==> config.mk <==
export PLATFORM = sky130hd
export DESIGN_NAME = noc_enc_scheduler_flat
export DESIGN_NICKNAME = d
export VERILOG_FILES = /design/src/rtl/noc_enc_scheduler_pkg.sv /design/src/rtl/noc_enc_scheduler_if.sv /design/src/rtl/noc_enc_scheduler_pkt_reg.sv /design/src/rtl/noc_enc_scheduler.sv /design/src/flat_wrapper.sv
export SDC_FILE = /design/constraint.sdc
export NUM_CORES = 1
export LEC_CHECK = 0
export ABC_CLOCK_PERIOD_IN_PS = 7820
export CORE_UTILIZATION = 30
export DETAILED_ROUTE_END_ITERATION = 12
export PLACE_DENSITY_LB_ADDON = 0.3
export SYNTH_ARGS = -nofsm -noshare
export SYNTH_HDL_FRONTEND = slang
export SYNTH_HIERARCHICAL = 1
export SYNTH_SLANG_ARGS = --single-unit
==> constraint.sdc <==
create_clock -name clk -period 7.82 [get_ports clk]
set_input_delay 1.173 -clock clk [delete_from_list [all_inputs] [get_ports clk]]
set_output_delay 1.173 -clock clk [all_outputs]
set_load 0.01 [all_outputs]
==> src/rtl/noc_enc_scheduler_pkg.sv <==
// Shared types and sizing for the NoC encoder scheduler: FSM states, packet layout
// and the layer configuration legality rule.
package noc_pkg;

    localparam int unsigned DATA_WIDTH = 16;
    localparam int unsigned NUM_COL    = 4;
    localparam int unsigned NUM_ROW    = 4;
    localparam int unsigned COL_W      = $clog2(NUM_COL);
    localparam int unsigned ROW_W      = $clog2(NUM_ROW);
    localparam int unsigned PKT_W      = ROW_W + COL_W + 2 * DATA_WIDTH;

    typedef enum logic [2:0] {IDLE, CHECK, STREAM, DRAIN, ERR} sched_state_t;

    typedef struct packed {
        logic [ROW_W-1:0]        row;
        logic [COL_W-1:0]        col;
        logic [2*DATA_WIDTH-1:0] data;
    } noc_pkt_t;

    // The kernel window must fit inside the PE array and at least one channel is needed.
    function automatic logic cfg_illegal(logic [7:0] k, logic [7:0] nch);
        return (k == 8'd0) || (k > 8'(NUM_ROW)) || (k > 8'(NUM_COL)) || (nch == 8'd0);
    endfunction

endpackage

==> src/rtl/noc_enc_scheduler_if.sv <==
// FIFO read side and NoC injection port of the encoder scheduler.
interface noc_enc_scheduler_if;
    import noc_pkg::*;

    logic [2*DATA_WIDTH-1:0] fifo_dout;
    logic                    fifo_empty;
    logic                    fifo_rd_en;
    logic                    pkt_valid;
    logic                    pkt_ready;
    logic [ROW_W-1:0]        pkt_row;
    logic [COL_W-1:0]        pkt_col;
    logic [2*DATA_WIDTH-1:0] pkt_data;

    modport master (
        input  fifo_dout, fifo_empty, pkt_ready,
        output fifo_rd_en, pkt_valid, pkt_row, pkt_col, pkt_data
    );

    modport slave (
        output fifo_dout, fifo_empty, pkt_ready,
        input  fifo_rd_en, pkt_valid, pkt_row, pkt_col, pkt_data
    );

endinterface

==> src/rtl/noc_enc_scheduler_pkt_reg.sv <==
// One-entry valid/ready output register; data is held while valid and not accepted.
module noc_pkt_reg #(
    parameter int unsigned Width = 8
) (
    input  logic             clk,
    input  logic             rst,
    input  logic             load,
    input  logic [Width-1:0] in_data,
    input  logic             out_ready,
    output logic             out_valid,
    output logic [Width-1:0] out_data,
    output logic             can_load
);

    // Reload is allowed in the same cycle the held entry is accepted.
    assign can_load = !out_valid || out_ready;

    always_ff @(posedge clk) begin
        if (rst) begin
            out_valid <= 1'b0;
            out_data  <= '0;
        end else if (load) begin
            out_valid <= 1'b1;
            out_data  <= in_data;
        end else if (out_ready) begin
            out_valid <= 1'b0;
        end
    end

endmodule

==> src/rtl/noc_enc_scheduler.sv <==
// Layer sequencer: pops k*k*num_channel FIFO words, tags each with its PE (row,col)
// and injects them into the NoC through a single output register.
module noc_enc_scheduler
    import noc_pkg::*;
(
    input  logic                       clk,
    input  logic                       rst,
    input  logic                       start,
    input  logic [7:0]                 kernel_size,
    input  logic [7:0]                 num_channel,
    output logic                       busy,
    output logic                       done,
    output logic                       cfg_err,
    noc_enc_scheduler_if.master        bus
);

    sched_state_t     state;
    logic [7:0]       k_q;
    logic [7:0]       nch_q;
    logic [ROW_W-1:0] row_q;
    logic [COL_W-1:0] col_q;
    logic [7:0]       ch_q;
    logic [15:0]      word_q;
    logic [15:0]      total_q;

    logic     pop;
    logic     can_load;
    logic     pkt_valid;
    logic     col_wrap;
    logic     row_wrap;
    logic     ch_wrap;
    logic     last_word;
    noc_pkt_t pkt_in;
    noc_pkt_t pkt_out;

    // Gated by rst so an aborting reset never consumes a word.
    assign pop       = (state == STREAM) && !bus.fifo_empty && can_load && !rst;
    assign col_wrap  = 8'(col_q) == (k_q - 8'd1);
    assign row_wrap  = 8'(row_q) == (k_q - 8'd1);
    assign ch_wrap   = ch_q == (nch_q - 8'd1);
    assign last_word = word_q == (total_q - 16'd1);
    assign pkt_in    = '{row: row_q, col: col_q, data: bus.fifo_dout};

    noc_pkt_reg #(
        .Width (PKT_W)
    ) u_pkt_reg (
        .clk       (clk),
        .rst       (rst),
        .load      (pop),
        .in_data   (pkt_in),
        .out_ready (bus.pkt_ready),
        .out_valid (pkt_valid),
        .out_data  (pkt_out),
        .can_load  (can_load)
    );

    assign bus.fifo_rd_en = pop;
    assign bus.pkt_valid  = pkt_valid;
    assign bus.pkt_row    = pkt_out.row;
    assign bus.pkt_col    = pkt_out.col;
    assign bus.pkt_data   = pkt_out.data;
    assign busy           = state != IDLE;

    always_ff @(posedge clk) begin
        if (rst) begin
            state   <= IDLE;
            done    <= 1'b0;
            cfg_err <= 1'b0;
            k_q     <= '0;
            nch_q   <= '0;
            row_q   <= '0;
            col_q   <= '0;
            ch_q    <= '0;
            word_q  <= '0;
            total_q <= '0;
        end else begin
            done <= 1'b0;
            unique case (state)
                IDLE: begin
                    if (start) begin
                        k_q     <= kernel_size;
                        nch_q   <= num_channel;
                        cfg_err <= 1'b0;
                        state   <= CHECK;
                    end
                end
                CHECK: begin
                    row_q   <= '0;
                    col_q   <= '0;
                    ch_q    <= '0;
                    word_q  <= '0;
                    total_q <= 16'(k_q) * 16'(k_q) * 16'(nch_q);
                    state   <= cfg_illegal(k_q, nch_q) ? ERR : STREAM;
                end
                STREAM: begin
                    if (pop) begin
                        word_q <= word_q + 16'd1;
                        if (col_wrap) begin
                            col_q <= '0;
                            if (row_wrap) begin
                                row_q <= '0;
                                ch_q  <= ch_wrap ? 8'd0 : ch_q + 8'd1;
                            end else begin
                                row_q <= row_q + 1'b1;
                            end
                        end else begin
                            col_q <= col_q + 1'b1;
                        end
                        if (last_word) state <= DRAIN;
                    end
                end
                DRAIN: begin
                    if (pkt_valid && bus.pkt_ready) begin
                        state <= IDLE;
                        done  <= 1'b1;
                    end
                end
                ERR: begin
                    state   <= IDLE;
                    done    <= 1'b1;
                    cfg_err <= 1'b1;
                end
                default: state <= IDLE;
            endcase
        end
    end

endmodule
==> src/flat_wrapper.sv <==
// flat-port wrapper written by rule: the top's interface ports become plain ports
module noc_enc_scheduler_flat import noc_pkg::*;
  (clk, rst, start, kernel_size, num_channel, busy, done, cfg_err, bus_fifo_dout, bus_fifo_empty, bus_pkt_ready, bus_fifo_rd_en, bus_pkt_valid, bus_pkt_row, bus_pkt_col, bus_pkt_data);
  noc_enc_scheduler_if bus_i ();
  input  logic clk;
  input  logic rst;
  input  logic start;
  input  logic [7:0] kernel_size;
  input  logic [7:0] num_channel;
  output logic busy;
  output logic done;
  output logic cfg_err;
  input wire logic [$bits(bus_i.fifo_dout)-1:0] bus_fifo_dout;
  input wire logic [$bits(bus_i.fifo_empty)-1:0] bus_fifo_empty;
  input wire logic [$bits(bus_i.pkt_ready)-1:0] bus_pkt_ready;
  output wire logic [$bits(bus_i.fifo_rd_en)-1:0] bus_fifo_rd_en;
  output wire logic [$bits(bus_i.pkt_valid)-1:0] bus_pkt_valid;
  output wire logic [$bits(bus_i.pkt_row)-1:0] bus_pkt_row;
  output wire logic [$bits(bus_i.pkt_col)-1:0] bus_pkt_col;
  output wire logic [$bits(bus_i.pkt_data)-1:0] bus_pkt_data;
  assign bus_i.fifo_dout = bus_fifo_dout;
  assign bus_i.fifo_empty = bus_fifo_empty;
  assign bus_i.pkt_ready = bus_pkt_ready;
  assign bus_fifo_rd_en = bus_i.fifo_rd_en;
  assign bus_pkt_valid = bus_i.pkt_valid;
  assign bus_pkt_row = bus_i.pkt_row;
  assign bus_pkt_col = bus_i.pkt_col;
  assign bus_pkt_data = bus_i.pkt_data;
  noc_enc_scheduler u_core (.clk(clk), .rst(rst), .start(start), .kernel_size(kernel_size), .num_channel(num_channel), .busy(busy), .done(done), .cfg_err(cfg_err), .bus(bus_i));
endmodule
Yosys cells after proc, flatten, opt, wreduce, memory -nomap -nowiden:

Cells that the tools add are included.

* input bits: 53
* bits in latches: 0
* memories: 0
* output and inout bits: 41
* RAM bits: 0
* ROM bits: 0
* flip-flop bits (word level): 94
* word-level logic and storage cells: 75

* shift operators: 0
* $lt $le $gt $ge: 1
* $add $sub $neg: 5
* mux-type cells: 21
* bitwise logic cells: 0
* eq/ne operators: 12
* divide/modulo/power cells: 0
* multiply operators: 2
* reduce and logical (&&, ||, !) cells: 23

Operators by type and width (number)
* case mux 16 bit (2 select lines): 1
* adder 16 x 1 -> 16 bit, second input constant: 1
* equality test 16 bit: 1
* equality test 2 x 8 -> 1 bit: 2
* zero test 8 bit: 2
* multiplier 16 x 8 -> 16 bit: 1
* multiplier 8 x 8 -> 16 bit: 1
* 2-to-1 mux 16 bit: 1
* subtractor 16 x 1 -> 16 bit, second input constant: 1
* 2-to-1 mux 3 bit: 5
* case mux 3 bit (4 select lines): 1
* 2-to-1 mux 2 bit: 5
* greater-than comparator 8 x 3 -> 1 bit, second input constant: 1
* case mux 2 bit (2 select lines): 2
* subtractor 8 x 1 -> 8 bit, second input constant: 1
* equality test 3 x 2 -> 1 bit, second input constant: 2
* inequality test 2 x 1 -> 1 bit, second input constant: 3
* AND reduction 2 bit: 3
* nonzero test 2 bit: 3
* adder 2 x 1 -> 2 bit, second input constant: 2
* logical AND 1 bit: 4
* logical OR 1 bit: 4
* 2-to-1 mux 1 bit: 4
* inequality test 2 bit, second input constant: 2
* 8 further kinds: 11

Logic depth before layout (Yosys ltp):

Gate-level depths: netlist of the first run.

* depth after elaboration: 6
* mapped depth: 33
* depth with buffers taken out: 33

Cells and area by module:

Netlist of the first run, hierarchy kept.

By module, submodules not included
* noc_enc_scheduler: instances 1, sequential area each 1141.1 um^2, cells each 909, area an instance 7327.0 um^2
* noc_pkt_reg: instances 1, sequential area each 740.7 um^2, cells each 120, area an instance 1341.3 um^2

Worst setup path before layout of the first run:

Ideal clock, no wire load.

* path type: reg2reg
* start: reg u_core.k_q[5]
* end: reg u_core.total_q[15]
* arrival time: 7927 ps
* period minus slack after synthesis: 8058 ps
* setup slack: -238 ps
* buffers on the path: 1
* library setup time: 131 ps
* cell stages (with the launch flop): 28
* data required time: 7689 ps
* cells stage by stage: dfxtp_1 -> clkbuf_1 -> nand2_1 -> fa_1 -> fa_1 -> fa_1 -> fa_1 -> inv_1 -> ha_1 -> o21ai_0 -> inv_1 -> a211oi_1 -> o21ai_0 -> nor2b_1 -> and2_1 -> fa_1 -> fa_1 -> fa_1 -> inv_1 -> fa_1 -> inv_1 -> ha_1 -> or3_1 -> o211ai_1 -> xnor3_1 -> and4_1 -> o21ai_0 -> o311ai_1

* cells in the longest elaborated chain, start to end: 2

Ends and longest elaborated chain
* start: declaration: RTL line noc_enc_scheduler.sv:18 `logic [7:0] k_q;`
* start signal: assignment: RTL line noc_enc_scheduler.sv:81 `k_q <= kernel_size;`
* multiplier 8 x 8 -> 16 bit: RTL line noc_enc_scheduler.sv:92 `total_q <= 16'(k_q) * 16'(k_q) * 16'(nch_q);`
* multiplier 16 x 8 -> 16 bit: RTL line noc_enc_scheduler.sv:92
* end signal: assignment: RTL line noc_enc_scheduler.sv:92
* end: declaration: RTL line noc_enc_scheduler.sv:24 `logic [15:0] total_q;`

No other way between the ends.
A chain may end at the register's enable or synchronous reset.

Final worst setup path of the first run:

* start: reg u_core.k_q[0]
* end: reg u_core.total_q[15]

The elaborated chain is that of the path after synthesis.

==> flow_metrics.tcl, run 1 <==
set metrics [dict create \
    wl_um 21290 \
    synth-edff-count 0 \
    rows 61 \
    cts_buffers 9 \
    min_path_type "reg -> reg" \
    grtUsageTotal_pct 14.65 \
    crit_path_frequent_cell "fa_1" \
    final_cell_area_mm2 0.01115 \
    antenna_left 0 \
    drv_cap 0 \
    pre_cts_ws_ns -0.3620 \
    cpMaxStageDelayCell "fa_1" \
    die-area_mm2 0.02958 \
    synth-seq-area-share_pct 21.71 \
    holdPathEnd "u_core/cfg_err" \
    async_reset_ff_share_pct 0 \
    synth.avg_cell_area_um2 8.424 \
    hold_violations 0 \
    area_delta_synth_final_pct 28.61 \
    core_mm2 0.02809 \
    drt_first_iter_violations 362 \
    drv_slew 0 \
    finalSetupViolations 0 \
    root_buffer "clkbuf_16" \
    irDropWorstVdd_v 0.0001053 \
    placed_area_mm2 0.01044 \
    powerDensity_mw_per_mm2 133.0 \
    worstSetupPathType "reg -> reg" \
    wl_per_cell_um 13.66 \
    dpl.hpwl_um 16620 \
    cellLeakagePower_nw 4.778 \
    worst-r2r-setup-slack_ns 0.27 \
    status "completed" \
    clockBufferDepth 2 \
    critPathMaxFanout 8 \
    hold_slack_ns 0.4674 \
    r2r_cells 29 \
    utilization_pct 39.69 \
    crit_required_ns 8.05 \
    viasPerCell 4.639 \
    post_synth_num_cell_types 70 \
    grt_pass1_vias 7213 \
    first_pass_iters 4 \
    max_freq_mhz 132.4 \
    n_antenna_cell 0 \
    cp-end-kind "flop" \
    ios 94 \
    yosysTopAreaCell "dfxtp_1" \
    antenna_found_initial 0 \
    die_h_um 172.0 \
    grt_max_degree 82 \
    synth_top_area_share_pct 21.71 \
    nets 1367 \
    reg2reg_to "u_core/total_q[15]" \
    finalClockSkew_ns 0.01062 \
    fin_ws_ns 0.2654 \
    synth_flop_cell "dfxtp_1" \
    drive_gt1_share_pct 15.34 \
    dp_cells 1534 \
    ys_warn_count 6 \
    remaining_drc_errors 0 \
    fin_crit_sh_pct 96.61 \
    overflow 0 \
    portBuffers 93 \
    synth_area_leaders "dfxtp_1 (22%), fa_1 (18%), ha_1 (8.9%), inv_1 (5.6%), nand2_1 (5.4%)" \
    cts.clk_slew.worst_paths_ns 0.08 \
    fin_crit_ns 7.555 \
    worst_pin_slew_ns 1.000 \
    dieWidth_um 172.0 \
    total_power_mw 1.482 \
    via_count 7228 \
    initial_utilization_pct 30.86 \
    gp_congestion 0.7935 \
    nFillCells 2910 \
    holdCritStartpoint "u_core/cfg_err" \
    synth_nets 1221 \
    cts_tree "done" \
    cts_max_level 3 \
    ys_ff_latch 94 \
    grt_pass1_wl_um 34920 \
    clock_sinks 94 \
    final_cells 1558 \
    crit-reg2reg-launch "u_core/k_q[0]" \
    worstHoldPathCells 2 \
    synth_most_common_cell "inv_1" \
    critPathMaxStageDelay_ns 0.55 \
    slew-limit-headroom_pct 33.04 \
    synth_common_cells "inv_1 (130), nand2_1 (125), dfxtp_1 (94), nor2_1 (84), fa_1 (77)" \
    synth_area_mm2 0.008668 \
    cts_hold_buf 0 \
    synth_cells 1029 \
    clk_latency_ns 0.35 \
    finalSetupTns_ns 0 \
    worstPathArrival_ns 7.79 \
    cp-start-kind "flop" \
]
where the power goes:
group | switching, mW | leakage, nW | internal (mW) | total (mW)
combinational | 0.270 | 3.87 | 0.234 | 0.504
clock | 0.222 | 0.143 | 0.225 | 0.446
sequential | 0.0353 | 0.763 | 0.497 | 0.532
worst max-delay path: cells and delay by family (launching register included):
| family | cells | cell delay [ns] |
|---|---|---|
| flip-flops | 1 | 0.34 |
| adder cells (fa/ha/maj) | 9 | 3.79 |
| buffers and inverters | 6 | 0.75 |
| XOR/XNOR | 4 | 0.58 |
| AND/OR/NAND/NOR | 6 | 1.29 |
| AO/OA/AOI/OAI | 4 | 0.65 |
placed cells by master (no fill, tap or decap), types with 8 or more instances in the layout:
| master | netlist | layout |
|---|---|---|
| dfxtp_1 | 94 | 89 |
| inv_1 | 130 | 122 |
| clkbuf_16 | 0 | 9 |
| and2_1 | 65 | 64 |
| o21ai_0 | 25 | 18 |
| a21oi_1 | 55 | 54 |
| nor2_1 | 84 | 80 |
| mux2i_1 | 38 | 38 |
| buf_4 | 0 | 80 |
| clkdlybuf4s50_1 | 0 | 92 |
| a21o_1 | 9 | 9 |
| nand4_1 | 8 | 8 |
| or3_1 | 15 | 14 |
| xnor2_1 | 25 | 23 |
| xor2_1 | 31 | 30 |
| ha_1 | 62 | 52 |
| nand3_1 | 13 | 13 |
| inv_2 | 1 | 9 |
| fa_1 | 77 | 75 |
| nor3_1 | 16 | 13 |
| nand2_1 | 125 | 121 |
metal layers:
metal	wire length (µm)	vias to the layer above	global-route usage, %
met2	10150	91	24.04
met4	294	0	4.040
li1	-	3662	-
met5	0	-	0
met3	688	19	2.037
met1	10160	3456	20.00
state kept, by name, summed over array words and instances (netlist names):
signal                      cells
u_core/state                    3
u_core/total_q                 16
u_core/u_pkt_reg/out_data      36
u_core/nch_q                    8
u_core/done                     1
u_core/col_q                    2
u_core/cfg_err                  1
u_core/k_q                      8
u_core/u_pkt_reg/out_valid      1
u_core/row_q                    2
u_core/word_q                  16
cell families after synthesis:
group	Yosys count	synth area share [%]
xor gates and xnor gates	57	5.918
muxes	40	4.648
AOI/OAI and AO/OA	140	10.38
DFF	94	21.71
buffers and inverters	174	8.256
adders and majority gates	139	26.73
and+or+nand+nor	385	22.36
worst max-delay path by stage:
stage	start	to	slack, ns	cells past startpoint
floorplan	u_core/k_q[1]	u_core/total_q[15]	0.004	31
global route	u_core/k_q[0]	u_core/total_q[15]	-0.07	32
detailed placement	u_core/k_q[3]	u_core/total_q[15]	-0.36	33
global placement	u_core/k_q[4]	u_core/total_q[15]	-0.14	33
finish	u_core/k_q[0]	u_core/total_q[15]	0.27	29
CTS	u_core/k_q[4]	u_core/total_q[15]	0.05	33
what timing repair did:
| action | 4_1_cts | 5_1_grt |
|---|---|---|
| pin swaps | 3 | 47 |
| setup endpoints to repair | 1 | 4 |
| buffers inserted | 0 | 8 |
| gates resized for setup | 13 | 71 |
cell type report:
cell class                      count  area [µm²]  share of cell area [%]
Tap cell                          378       473.0                   4.242
Clock inverter                      7       68.82                  0.6173
Inverter                          131       491.7                   4.411
Timing Repair Buffer              178        1583                   14.20
Multi-Input combinational cell    761        6411                   57.51
Clock buffer                        9       225.2                   2.020
Sequential cell                    94        1896                   17.00
Note: power is estimated with default switching activity, not from simulation.
==> run 2, diff against run 1 <==
--- a/config.mk
+++ b/config.mk
@@ -9,6 +9,7 @@
 export CORE_UTILIZATION = 30
 export DETAILED_ROUTE_END_ITERATION = 12
 export PLACE_DENSITY_LB_ADDON = 0.3
+export SLEW_MARGIN = 20
 export SYNTH_ARGS = -nofsm -noshare
 export SYNTH_HDL_FRONTEND = slang
 export SYNTH_HIERARCHICAL = 1
==> results of run 2 <==
No change in the layout: final DEF, timing and power equal those of run 1.
